--- config.mk ---
export PLATFORM = sky130hd
export DESIGN_NAME = bla_sub_clk
export DESIGN_NICKNAME = d
export VERILOG_FILES = /design/src/rtl/bla_sub_clk_pkg.sv /design/src/rtl/_and2.sv /design/src/rtl/_and3.sv /design/src/rtl/_and4.sv /design/src/rtl/_and5.sv /design/src/rtl/_or2.sv /design/src/rtl/_or3.sv /design/src/rtl/_or4.sv /design/src/rtl/_or5.sv /design/src/rtl/bla_sub_clk_bls4.sv /design/src/rtl/bla_sub_clk.sv
export SDC_FILE = /design/constraint.sdc
export NUM_CORES = 1
export LEC_CHECK = 0
export ABC_CLOCK_PERIOD_IN_PS = 2700
export CELL_PAD_IN_SITES_DETAIL_PLACEMENT = 0
export CELL_PAD_IN_SITES_GLOBAL_PLACEMENT = 1
export CORE_MARGIN = 2
export CORE_UTILIZATION = 41
export CTS_BUF_LIST = sky130_fd_sc_hd__clkbuf_2
export DETAILED_ROUTE_END_ITERATION = 10
export PLACE_DENSITY_LB_ADDON = 0.2
export SLEW_MARGIN = 20
export SYNTH_ARGS = -nofsm -noshare
export SYNTH_HDL_FRONTEND = slang
export SYNTH_SLANG_ARGS = --single-unit
--- constraint.sdc ---
create_clock -name clk -period 2.7 [get_ports clk]
set_input_delay 0.27 -clock clk [delete_from_list [all_inputs] [get_ports clk]]
set_output_delay 0.27 -clock clk [all_outputs]
set_load 0.005 [all_outputs]
--- src/rtl/bla_sub_clk_pkg.sv ---
// Shared definitions for the nibble-serial subtractor.
package bla_sub_clk_pkg;

  localparam logic [1:0] S_IDLE = 2'b00;
  localparam logic [1:0] S_RUN  = 2'b01;
  localparam logic [1:0] S_DONE = 2'b10;

  localparam int unsigned NIBBLE = 4;

  typedef enum logic [1:0] {
    StIdle = S_IDLE,
    StRun  = S_RUN,
    StDone = S_DONE
  } state_e;

endpackage

--- src/rtl/_and2.sv ---
// 2-input AND gate primitive.
module _and2 (
  input  logic a_i,
  input  logic b_i,
  output logic y_o
);
  assign y_o = a_i & b_i;
endmodule

--- src/rtl/_and3.sv ---
// 3-input AND gate primitive.
module _and3 (
  input  logic a_i,
  input  logic b_i,
  input  logic c_i,
  output logic y_o
);
  assign y_o = a_i & b_i & c_i;
endmodule

--- src/rtl/_and4.sv ---
// 4-input AND gate primitive.
module _and4 (
  input  logic a_i,
  input  logic b_i,
  input  logic c_i,
  input  logic d_i,
  output logic y_o
);
  assign y_o = a_i & b_i & c_i & d_i;
endmodule

--- src/rtl/_and5.sv ---
// 5-input AND gate primitive.
module _and5 (
  input  logic a_i,
  input  logic b_i,
  input  logic c_i,
  input  logic d_i,
  input  logic e_i,
  output logic y_o
);
  assign y_o = a_i & b_i & c_i & d_i & e_i;
endmodule

--- src/rtl/_or2.sv ---
// 2-input OR gate primitive.
module _or2 (
  input  logic a_i,
  input  logic b_i,
  output logic y_o
);
  assign y_o = a_i | b_i;
endmodule

--- src/rtl/_or3.sv ---
// 3-input OR gate primitive.
module _or3 (
  input  logic a_i,
  input  logic b_i,
  input  logic c_i,
  output logic y_o
);
  assign y_o = a_i | b_i | c_i;
endmodule

--- src/rtl/_or4.sv ---
// 4-input OR gate primitive.
module _or4 (
  input  logic a_i,
  input  logic b_i,
  input  logic c_i,
  input  logic d_i,
  output logic y_o
);
  assign y_o = a_i | b_i | c_i | d_i;
endmodule

--- src/rtl/_or5.sv ---
// 5-input OR gate primitive.
module _or5 (
  input  logic a_i,
  input  logic b_i,
  input  logic c_i,
  input  logic d_i,
  input  logic e_i,
  output logic y_o
);
  assign y_o = a_i | b_i | c_i | d_i | e_i;
endmodule

--- src/rtl/bla_sub_clk_bls4.sv ---
// Combinational 4-bit borrow-lookahead subtract slice: d = a - b - bi.
// Borrow generate g = ~a & b, propagate p = ~a | b; every borrow is a flat
// two-level sum of products so no borrow ripples through another.
module bla_sub_clk_bls4 (
  input  logic [3:0] a,
  input  logic [3:0] b,
  input  logic       bi,
  output logic [3:0] d,
  output logic       b1,
  output logic       b2,
  output logic       b3,
  output logic       bo
);

  logic [3:0] g;
  logic [3:0] p;
  logic       t10;
  logic       t20, t21;
  logic       t30, t31, t32;
  logic       t40, t41, t42, t43;

  assign g = ~a & b;
  assign p = ~a | b;

  // b1 = g0 | p0.bi
  _and2 u_t10 (.a_i(p[0]), .b_i(bi), .y_o(t10));
  _or2  u_b1  (.a_i(g[0]), .b_i(t10), .y_o(b1));

  // b2 = g1 | p1.g0 | p1.p0.bi
  _and2 u_t20 (.a_i(p[1]), .b_i(g[0]), .y_o(t20));
  _and3 u_t21 (.a_i(p[1]), .b_i(p[0]), .c_i(bi), .y_o(t21));
  _or3  u_b2  (.a_i(g[1]), .b_i(t20), .c_i(t21), .y_o(b2));

  // b3 = g2 | p2.g1 | p2.p1.g0 | p2.p1.p0.bi
  _and2 u_t30 (.a_i(p[2]), .b_i(g[1]), .y_o(t30));
  _and3 u_t31 (.a_i(p[2]), .b_i(p[1]), .c_i(g[0]), .y_o(t31));
  _and4 u_t32 (.a_i(p[2]), .b_i(p[1]), .c_i(p[0]), .d_i(bi), .y_o(t32));
  _or4  u_b3  (.a_i(g[2]), .b_i(t30), .c_i(t31), .d_i(t32), .y_o(b3));

  // bo = g3 | p3.g2 | p3.p2.g1 | p3.p2.p1.g0 | p3.p2.p1.p0.bi
  _and2 u_t40 (.a_i(p[3]), .b_i(g[2]), .y_o(t40));
  _and3 u_t41 (.a_i(p[3]), .b_i(p[2]), .c_i(g[1]), .y_o(t41));
  _and4 u_t42 (.a_i(p[3]), .b_i(p[2]), .c_i(p[1]), .d_i(g[0]), .y_o(t42));
  _and5 u_t43 (.a_i(p[3]), .b_i(p[2]), .c_i(p[1]), .d_i(p[0]), .e_i(bi), .y_o(t43));
  _or5  u_bo  (.a_i(g[3]), .b_i(t40), .c_i(t41), .d_i(t42), .e_i(t43), .y_o(bo));

  assign d = a ^ b ^ {b3, b2, b1, bi};

endmodule

--- src/rtl/bla_sub_clk.sv ---
// Sequential WIDTH-bit subtractor: D = A - B - Bi, one nibble per clock.
module bla_sub_clk
  import bla_sub_clk_pkg::*;
#(
  parameter int unsigned WIDTH = 32
) (
  input  logic             clk,
  input  logic             reset_n,
  input  logic             i_start,
  input  logic [WIDTH-1:0] i_a,
  input  logic [WIDTH-1:0] i_b,
  input  logic             i_bi,
  output logic             o_busy,
  output logic             o_done,
  output logic [WIDTH-1:0] o_d,
  output logic             o_bo,
  output logic             o_ovf
);

  localparam int unsigned N       = WIDTH / NIBBLE;
  localparam int unsigned IdxW    = (N > 1) ? $clog2(N) : 1;
  localparam logic [IdxW-1:0] LastIdx = IdxW'(N - 1);

  state_e           state_q;
  logic [IdxW-1:0]  idx_q;
  logic [WIDTH-1:0] a_q;
  logic [WIDTH-1:0] b_q;
  logic             bor_q;
  logic             busy_q;
  logic             done_q;
  logic [WIDTH-1:0] d_q;
  logic             bo_q;
  logic             ovf_q;

  logic [3:0]       nib_d;
  logic             nib_bo;
  logic             nib_b1, nib_b2, nib_b3;
  logic             unused_borrows;

  // Operand registers shift right each RUN cycle, so the slice always sees nibble 0.
  bla_sub_clk_bls4 u_bls4 (
    .a  (a_q[NIBBLE-1:0]),
    .b  (b_q[NIBBLE-1:0]),
    .bi (bor_q),
    .d  (nib_d),
    .b1 (nib_b1),
    .b2 (nib_b2),
    .b3 (nib_b3),
    .bo (nib_bo)
  );

  assign unused_borrows = nib_b1 ^ nib_b2 ^ nib_b3;

  // Control FSM with registered outputs; DONE accepts a new start like IDLE.
  always_ff @(posedge clk or negedge reset_n) begin
    if (!reset_n) begin
      state_q <= StIdle;
      idx_q   <= '0;
      a_q     <= '0;
      b_q     <= '0;
      bor_q   <= 1'b0;
      busy_q  <= 1'b0;
      done_q  <= 1'b0;
      d_q     <= '0;
      bo_q    <= 1'b0;
      ovf_q   <= 1'b0;
    end else begin
      unique case (state_q)
        StIdle, StDone: begin
          done_q <= 1'b0;
          if (i_start) begin
            a_q     <= i_a;
            b_q     <= i_b;
            bor_q   <= i_bi;
            idx_q   <= '0;
            busy_q  <= 1'b1;
            state_q <= StRun;
          end else begin
            state_q <= StIdle;
          end
        end
        StRun: begin
          d_q[idx_q*NIBBLE +: NIBBLE] <= nib_d;
          bor_q <= nib_bo;
          a_q   <= a_q >> NIBBLE;
          b_q   <= b_q >> NIBBLE;
          idx_q <= idx_q + IdxW'(1);
          if (idx_q == LastIdx) begin
            // The top nibble's bit 3 is the operand sign bit.
            bo_q    <= nib_bo;
            ovf_q   <= (a_q[3] != b_q[3]) && (nib_d[3] != a_q[3]);
            busy_q  <= 1'b0;
            done_q  <= 1'b1;
            state_q <= StDone;
          end
        end
        default: state_q <= StIdle;
      endcase
    end
  end

  assign o_busy = busy_q;
  assign o_done = done_q;
  assign o_d    = d_q;
  assign o_bo   = bo_q;
  assign o_ovf  = ovf_q;

endmodule
==> summary.md <==
| Metric | Value |
|---|---|
| Dominant synthesized flop cell | `dfrtp_1` |
| Synthesized area per cell | `11.11 um^2` |
| Post-synthesis xor/xnor area fraction | `0.3737%` |
| Most numerous cell in the Yosys netlist | `nand2_1` |
| Unrepaired setup endpoints after global routing | `no` |
| Tot GR Track Use | `17.83%` |
| Pre-CTS setup slack | `0.4780 ns` |
| First-pass GRT wire length | `17.78 mm` |
| Initial antenna violation count | `0` |
| GRT Max-Usage Layer | `met2` |
| Share of layout cells above drive strength 1 | `11.07%` |
| Final Hold Vio Count | `0` |
| CP Class | `reg2reg` |
| Post-synth top area share | `56.59%` |
| Initial DRC Count | `201` |
| DP Wirelength | `7.418 mm` |
| Final Hold Slack | `0.2381 ns` |
| Met2 Track Usage GR | `30.06%` |
| Worst-Margin Slew | `0.7741 ns` |
| Ant diodes | `0` |
| Number of synthesized flops with an enable pin | `0` |
| MaxCap Viol Count | `0` |
| Crit. End Element | `flip-flop` |
| GRT Residual Overflow | `0` |
| Worst vdd ir | `0.4797 mV` |
| Worst-path clk slew | `0.30 ns` |
| Total wire length | `10.51 mm` |
| DRC errors left | `0` |
| Placed cell area | `5827 um^2` |
| Yosys top cell by area | `dfrtp_1` |
| CTS max path bufs | `2` |
| Max Slew Vio Count | `0` |
| Fillers | `1035` |
| Syn_nets | `503` |
| Pre-Repair DR Iteration Count | `4` |
| Area Overhead vs Synth | `26.62%` |
| Wire per inst | `15.76 um` |
| Cell Rows | `39` |
| GPL Wtd Cong | `0.7448` |
| Die Span X | `110.9 um` |
| Vias/cell | `5.123` |
| Largest net degree at the start of global routing | `51` |
| Clock Skew | `0.03395 ns` |
| Die Area | `12300 um^2` |
| Main combinational cell family by area after synthesis | `simple AND/OR/NAND/NOR gates` |
| Rel. slew slack | `48.02%` |
| Vias in the first global route | `3550` |
| Sequential cell area fraction in the yosys report | `56.59%` |
| Worst path arrival time | `2.74 ns` |
| CP required | `3.18 ns` |
| CP startpoint kind | `flip-flop` |
| Routed Antenna Nets | `0` |
| Cells after synthesis | `422` |
| CTS tree | `yes` |
| Compound-Gate Fraction of Synth Area | `14.04%` |
| IO buf count | `103` |
| Via count | `3417` |
| Async SR Flop Fraction | `100.0%` |
| Post-synth top cells | `109 x nand2_1, 106 x dfrtp_1, 50 x a22oi_1, 18 x mux2_2, 15 x inv_1` |
| Post-layout min period | `2.254 ns` |
| P_leak | `0.002747 uW` |
| Die height | `110.9 um` |
| Synth Area in Simple Gates | `14.12%` |
| Final worst slack | `0.4463 ns` |
| YS warnings | `0` |
| TritonCTS buffer count | `9` |
| Achievable Freq | `443.7 MHz` |
| CTS Root Cell | `clkbuf_2` |
| Pwr dens | `1106 nW/um^2` |
| Fin area | `5934 um^2` |
| Worst-path maximum fanout | `9` |
| Number of synthesized register bits | `106` |
| HP Class | `in2async` |
| Initial Utilization | `41.58%` |
| Largest cells by area after synthesis | `dfrtp_1 57%, nand2_1 8.7%, a22oi_1 8.0%` |
| Unique masters post-synth | `42` |
| Clk_lat worst skew | `0.56 ns` |
| Final layout net count | `600` |
| Status | `complete, no violations` |
| # IOs | `104` |
| Grt met3 use | `4.265%` |
| Setup violations, final | `0` |
| Clock sinks | `106` |
| Post-CTS Resized | `0` |
| Mux share of post-synthesis cell area | `7.021%` |
| Placeable core region | `11270 um^2` |
| Met1 usage | `23.94%` |
| Post-synthesis cell area | `4687 um^2` |
| Final Cycle Share | `83.47%` |
| H-Tree Depth | `3` |
| Setup TNS | `0 ns` |
| Post-Synth Adder-Cell Area | `3.631%` |
## per-layer routing
metal	vias to the layer above	wire, um
met5	-	0
met4	0	72
met3	7	379
met2	72	5238
met1	1672	4818
li1	1666	-
## flip-flops by register name, summed over array words and instances (netlist names)
name / flops
state_q: 2
o_busy: 1
idx_q: 3
o_bo: 1
o_ovf: 1
o_done: 1
a_q: 32
b_q: 32
bor_q: 1
o_d: 32
## critical path: stages (launching register included)
cell and delay, ns:
dfrtp_1 0.59, inv_1 0.11, ha_1 0.22, ha_1 0.26, nor4_4 0.31, and3_1 0.36, mux2_4 0.34
## where the power goes
part	switching, uW	leakage [uW]	internal (uW)
Clock	532	0.0000599	132
Sequential	431	0.00134	2280
Combinational	1630	0.00135	1560
## cell type report
| cell class | instances | area [um^2] | area share, % |
|---|---|---|---|
| repair buffers | 111 | 1104 | 18.60 |
| clock inverters | 7 | 52.55 | 0.8855 |
| flip-flops and latches | 106 | 2653 | 44.70 |
| multi-input cells | 276 | 1846 | 31.10 |
| well taps | 143 | 178.9 | 3.015 |
| clock buffers | 9 | 45.04 | 0.7590 |
| inverters | 15 | 56.30 | 0.9488 |
## metrics by stage
stage               cells  utilization [%]  power, uW
floorplan             422                -       4791
CTS                   667            52.65       6679
detailed placement    650            51.69       5990
global placement      650            51.69       5886
finish                667            52.65       6565
global route          667            52.65       7165
## kinds of logic (layout without fill, tap and decap cells)
group | count (synthesis) | count (layout)
xor gates and xnor gates | 2 | 2
adders and majority gates | 13 | 13
buffers and inverters | 40 | 142
muxes | 27 | 27
DFF | 106 | 106
and+or+nand+nor | 150 | 150
AOI/OAI and AO/OA | 84 | 84
## final timing paths
path,cells past startpoint,startpoint,end,slack (ns)
worst max-delay path,6,idx_q[0],o_d[9],0.45
worst min-delay path,2,reset_n,b_q[13],0.24
worst max register to register,6,idx_q[0],o_d[9],0.45
worst min register to register,2,b_q[7],b_q[7],0.52
max in group asynchronous,3,reset_n,a_q[21],1.66
min in group clk,3,i_b[13],b_q[13],0.27
## cell usage in the layout (no fill, tap or decap), types with 2 or more instances in the layout
| cell type | netlist | final |
|---|---|---|
| inv_6 | 0 | 2 |
| nand2_1 | 109 | 109 |
| dfrtp_1 | 106 | 106 |
| clkbuf_2 | 0 | 9 |
| or2_2 | 2 | 2 |
| inv_1 | 15 | 15 |
| nor3_1 | 13 | 13 |
| o21bai_1 | 2 | 2 |
| a22oi_1 | 50 | 50 |
| clkdlybuf4s50_1 | 0 | 102 |
| nor2b_1 | 5 | 4 |
| a22o_1 | 9 | 9 |
| a21oi_1 | 3 | 3 |
| ha_1 | 12 | 12 |
| nor2_1 | 7 | 7 |
| o21ai_0 | 6 | 6 |
| clkinv_1 | 0 | 2 |
| mux2_4 | 7 | 7 |
| buf_4 | 4 | 7 |
| a221o_1 | 9 | 9 |
| nand3_1 | 3 | 3 |
| mux2_2 | 18 | 18 |
## what timing repair did
item / 4_1_cts / 5_1_grt
hold endpoints to repair: 47 / 0
buffers inserted: 0 / 0
hold buffers: 1 / 0
Power figures use the tool's default switching activity.
